## src/rtl/dram_pkg.sv

```systemverilog
// Shared DRAM data-path definitions: default bus width and the word type.
package dram_pkg;

   localparam int DRAM_DATA_WIDTH = 8;

   typedef logic [DRAM_DATA_WIDTH-1:0] dram_word_t;

endpackage

```

## src/rtl/dram_sipo_bitcnt.sv

```systemverilog
// Bit counter for dram_sipo: counts 0..WIDTH-1, wraps to 0, flags the wrap cycle.
module dram_sipo_bitcnt #(
   parameter int WIDTH = 8
) (
   input  logic clk,
   input  logic rst,
   output logic tc
);

   localparam int CNT_W = $clog2(WIDTH);

   logic [CNT_W-1:0] cnt;

   // tc is high while the counter sits on its last value, so the next edge wraps
   assign tc = (cnt == CNT_W'(WIDTH - 1));

   always_ff @(posedge clk) begin
      if (rst) begin
         cnt <= '0;
      end else if (tc) begin
         cnt <= '0;
      end else begin
         cnt <= cnt + CNT_W'(1);
      end
   end

endmodule

```

## src/rtl/dram_sipo.sv

```systemverilog
// Serial-in, parallel-out deserialiser for DRAM read data.
// Optional word_valid strobe and bit counter enabled by macro DRAM_SIPO_VALID_EN.
module dram_sipo
   import dram_pkg::*;
#(
   parameter int WIDTH     = DRAM_DATA_WIDTH,
   parameter bit MSB_FIRST = 1'b1
) (
   input  logic             clk,
   input  logic             rst_b,
   input  logic             data_in,
   output logic [WIDTH-1:0] data_out
`ifdef DRAM_SIPO_VALID_EN
   ,
   output logic             word_valid
`endif
);

   logic [WIDTH-1:0] sr;

   // rst_b is active-high despite its name
   generate
      if (MSB_FIRST) begin : g_msb_first
         always_ff @(posedge clk) begin
            if (rst_b) begin
               sr <= '0;
            end else begin
               sr <= {sr[WIDTH-2:0], data_in};
            end
         end
      end else begin : g_lsb_first
         always_ff @(posedge clk) begin
            if (rst_b) begin
               sr <= '0;
            end else begin
               sr <= {data_in, sr[WIDTH-1:1]};
            end
         end
      end
   endgenerate

   assign data_out = sr;

`ifdef DRAM_SIPO_VALID_EN
   logic tc;

   dram_sipo_bitcnt #(
      .WIDTH (WIDTH)
   ) u_bitcnt (
      .clk (clk),
      .rst (rst_b),
      .tc  (tc)
   );

   // Registering tc lines the strobe up with the cycle that shows the full word
   always_ff @(posedge clk) begin
      if (rst_b) begin
         word_valid <= 1'b0;
      end else begin
         word_valid <= tc;
      end
   end
`endif

endmodule

```

## config.mk

```make
export PLATFORM = sky130hd
export DESIGN_NAME = dram_sipo
export DESIGN_NICKNAME = d
export VERILOG_FILES = /design/src/rtl/dram_pkg.sv /design/src/rtl/dram_sipo_bitcnt.sv /design/src/rtl/dram_sipo.sv
export SDC_FILE = /design/constraint.sdc
export NUM_CORES = 1
export LEC_CHECK = 0
export ABC_AREA = 1
export BUFFER_PORTS_ARGS = -buffer_cell sky130_fd_sc_hd__buf_4
export CAP_MARGIN = 20
export CORE_AREA = 2 2 39 41
export DETAILED_ROUTE_END_ITERATION = 16
export DIE_AREA = 0 0 41 43
export GPL_TIMING_DRIVEN = 0
export PLACE_DENSITY_LB_ADDON = 0.15
export REMOVE_ABC_BUFFERS = 1
export SYNTH_ARGS = -nofsm -noshare
export SYNTH_HDL_FRONTEND = slang
export SYNTH_SLANG_ARGS = --single-unit
```

## constraint.sdc

```tcl
create_clock -name clk -period 1 [get_ports clk]
set_clock_uncertainty 0.05 [all_clocks]
set_input_delay 0.1 -clock clk [delete_from_list [all_inputs] [get_ports clk]]
set_output_delay 0.1 -clock clk [all_outputs]
set_load 0.02 [all_outputs]
```

* Word-level counts from Yosys, hierarchy flattened
Cells that the tools add are included.
** Word-level totals
- Register bits :: 8
- Bits in latches :: 0
- Memory bits (writable) :: 0
- Memory bits (read-only) :: 0
- Bits of input ports :: 3
- Word-level logic and storage cells :: 1
- Memories :: 0
** Operators by class
- Add/subtract/negate cells :: 0
- Multipliers :: 0
- Divide/modulo/power cells :: 0
- Order comparisons :: 0
- Equality and inequality tests :: 0
- Shift operators :: 0
- Mux-type cells :: 0
- Bitwise gates (word level) :: 0
- Reduce and logical (&&, ||, !) cells :: 0

* Logic depth before layout (Yosys ltp)
- Depth in word-level cells :: 0
- Mapped depth :: 2
- Depth with buffers taken out :: 2

* Least setup slack after synthesis
No wires, ideal clock.
- Kind :: reg-to-reg
- Start point :: register sr[0], in the netlist data_out[0]
- End point :: register sr[1], in the netlist data_out[1]
- Setup time :: 64 ps
- Data arrival time :: 537 ps
- Required time :: 886 ps
- Slack :: 349 ps
- Cell stages (with the launch flop) :: 3
- Path buffers :: 0
- Period minus slack after synthesis :: 651 ps
- Cell sequence :: dfxtp_1 inv_1 nor2_1
** RTL lines
- start, declared :: line dram_sipo.sv:19 : logic [WIDTH-1:0] sr;
- start signal, assigned :: line dram_sipo.sv:28 : sr <= {sr[WIDTH-2:0], data_in};
No word-level cell between the ends.

* Worst setup path in the final report
- Start point :: register sr[3], in the netlist data_out[3]
- End point :: output data_out[3]
** RTL lines
- end, declared :: line dram_sipo.sv:12 : output logic [WIDTH-1:0] data_out
No word-level cell between the ends.

==> results.txt <==
Post-Synth Adder-Cell Area - 0%
Max cap viols - 0
Chip width - 41 microns
Grt total ovfl - 0
Nets - 42
Initial Util - 16.73%
Pwr Density - 1779 nW/um^2
DIE AREA - 1763 sq um
Commonest cells in the netlist - 8 x dfxtp_1, 8 x inv_1, 8 x nor2_1, 1 x buf_6
Share of post-route cells with drive strength above 1 - 35.14%
WL/cell - 6.717 microns
Outcome - finished clean
# hold bufs at CTS - 0
Yosys cell types - 4
Reg-to-Reg Start - data_out[0]$_SDFF_PP0_
# fillers - 164
Largest cells by area after synthesis - dfxtp_1 69%, inv_1 13%, nor2_1 13%
CTS tree - yes
Area of the multi-input gates - 30.03 sq um
Critical Path Source - data_out[3]$_SDFF_PP0_
IO Pins - 11
Cell Area, Synth - 231.5 sq um
Syn_area_per_cell - 9.259 sq um
Routability Congestion - 0.5953
Clk pin slew, worst setup/hold paths - 50 ps
Final period utilization - 86.86%
Compound-Gate Fraction of Synth Area - 0%
# clock sinks - 8
Ys Warns - 0
Synth Flop Type - dfxtp_1
Synth Area in Simple Gates - 12.97%
Max VDD drop - 0.4334 mV
DR top layer - met3
Post-synth ARST share - 0%
# rows - 14
Fin crit period - 868.6 ps
Slew Viols, Final - 0
Detail Route Antenna Nets - 0
Dpl cells - 50
Terminus of the critical flop-to-flop path - data_out[1]$_SDFF_PP0_
FF/Latch Area - 160.2 sq um
Crit path DAT - 720 ps
Hold Startpoint - data_in
Mux share of post-synthesis cell area - 0%
CP Depth - 1
Vias post-DR - 170
# diodes - 0
Register bit total from synthesis - 8
Maximum root-to-sink buffer count - 2
Final wirelength - 356 microns
Xor/xnor cell area share of the yosys netlist - 0%
Relative slew slack - 94.89%
Metal-1 WL - 149 microns
Yosys top cell by area - dfxtp_1
Largest family of logic cells by synthesized area - buffers and inverters
Sequential share of the synthesized area - 69.19%
Hold violation total from the final report - 0
Leakage - 0.0001609 uW
Avg Vias per Cell - 3.208
Crit end category - output pin
Post-Route Setup TNS - 0 ps
Crit path max-delay family - flip-flops
CP startpoint kind - flop
Slew @ Worst Pin - 76.32 ps
Largest register FFs - 8
Area grow syn2layout - 45.95%
R2r worst-path depth - 2
R2r setup slk - 450 ps
Share of Yosys cell area claimed by the top area cell type - 69.19%
CP cell instances - buf_4
Number of global-route vias before repair - 148
Min-Delay Path Class - input port to flop
Setup repair bufs after CTS - 0
Routed wl met2 - 153 microns
Drt pass-1 iters - 2
# setup viols final - 0
Slowest stage delay, CP - 330 ps
GRT Total Usage - 5.752%
Pre-CTS setup slack - 388.3 ps
Number of buffers and inverters on the critical path - 1
Antenna violations before repair - 0
Hpwl dp - 269 microns
Total power - 600.9 uW
TritonCTS Buffers - 3
Peak fanout along the critical path - 2
Synthesized instance count - 25
Worst Setup EP - data_out[3]
Chip Height - 43 microns
Worst setup margin - 131.4 ps
Finished Layout Cells - 53
H-tree depth - 1
CP required - 850 ps
Unrepaired setup endpoints after global routing - no
Clock Latency Late Sink - 250 ps
DRC Markers - 0
DR WL met3 - 53 microns
Port Buf Inserts - 10
Setup Crit Path Kind - flop to output pin
First-pass GRT wire length - 572 microns
Iteration-0 DRC count of the detailed router - 2
F_max - 1151 MHz
Largest net degree at the start of global routing - 9
Critical-path top delay cell - dfxtp_1
Core ar. - 1384 sq um
Post-CTS Resized - 0
CTS root buf - clkbuf_4
Number of flops mapped to enable cells by yosys - 0
Final Hold Slack - 8.940 ps
==> per-layer routing <==
metal,global-route usage [%],vias up
met2,5.625,9
met1,6.863,70
met4,6.000,0
met3,4.712,0
met5,0,-
li1,-,91
==> cell usage in the layout, fill, tap and decap left out, drive strengths merged <==
cell	n
buf	10
clkbuf	3
dfxtp	8
inv	8
nor2	8
==> metrics by stage <==
| step | instance area (sq um) | utilization (%) |
|---|---|---|
| finish | 337.8 | 24.41 |
| global route | 337.8 | 24.41 |
| CTS | 337.8 | 24.41 |
| detailed placement | 315.3 | 22.78 |
| global placement | 315.3 | 22.78 |
| floorplan | 220.2 | - |
==> tightest hold or removal path, stage by stage <==
cell and delay, ps:
buf_4 70, inv_1 30, nor2_1 70
==> cell type report <==
type / instances / share of cell area, %
Inverter: 8 / 8.889
Clock buffer: 3 / 6.667
Multi-Input combinational cell: 8 / 8.889
Tap cell: 16 / 5.926
Timing Repair Buffer: 10 / 22.22
Sequential cell: 8 / 47.41
==> how the worst min path moves through the flow <==
stage,endpoint,depth (start not counted)
finish,data_out[0]$_SDFF_PP0_,3
floorplan,data_out[0]$_SDFF_PP0_,1
detailed placement,data_out[0]$_SDFF_PP0_,3
global route,data_out[6]$_SDFF_PP0_,2
CTS,data_out[0]$_SDFF_PP0_,3
global placement,data_out[0]$_SDFF_PP0_,3
==> report_power, final <==
part	leakage, uW	switching, uW	total [uW]	internal, uW
clock network	0.0000138	103	240	137
registers	0.0000650	3.12	329	325
logic	0.0000820	17.6	32.6	15.0
total	0.000161	124	601	477
==> kinds of logic after synthesis <==
logic type / after synthesis
AND/OR/NAND/NOR: 8
buffers and inverters: 9
flip-flops: 8
No activity file was read; power rests on OpenSTA's default activity.
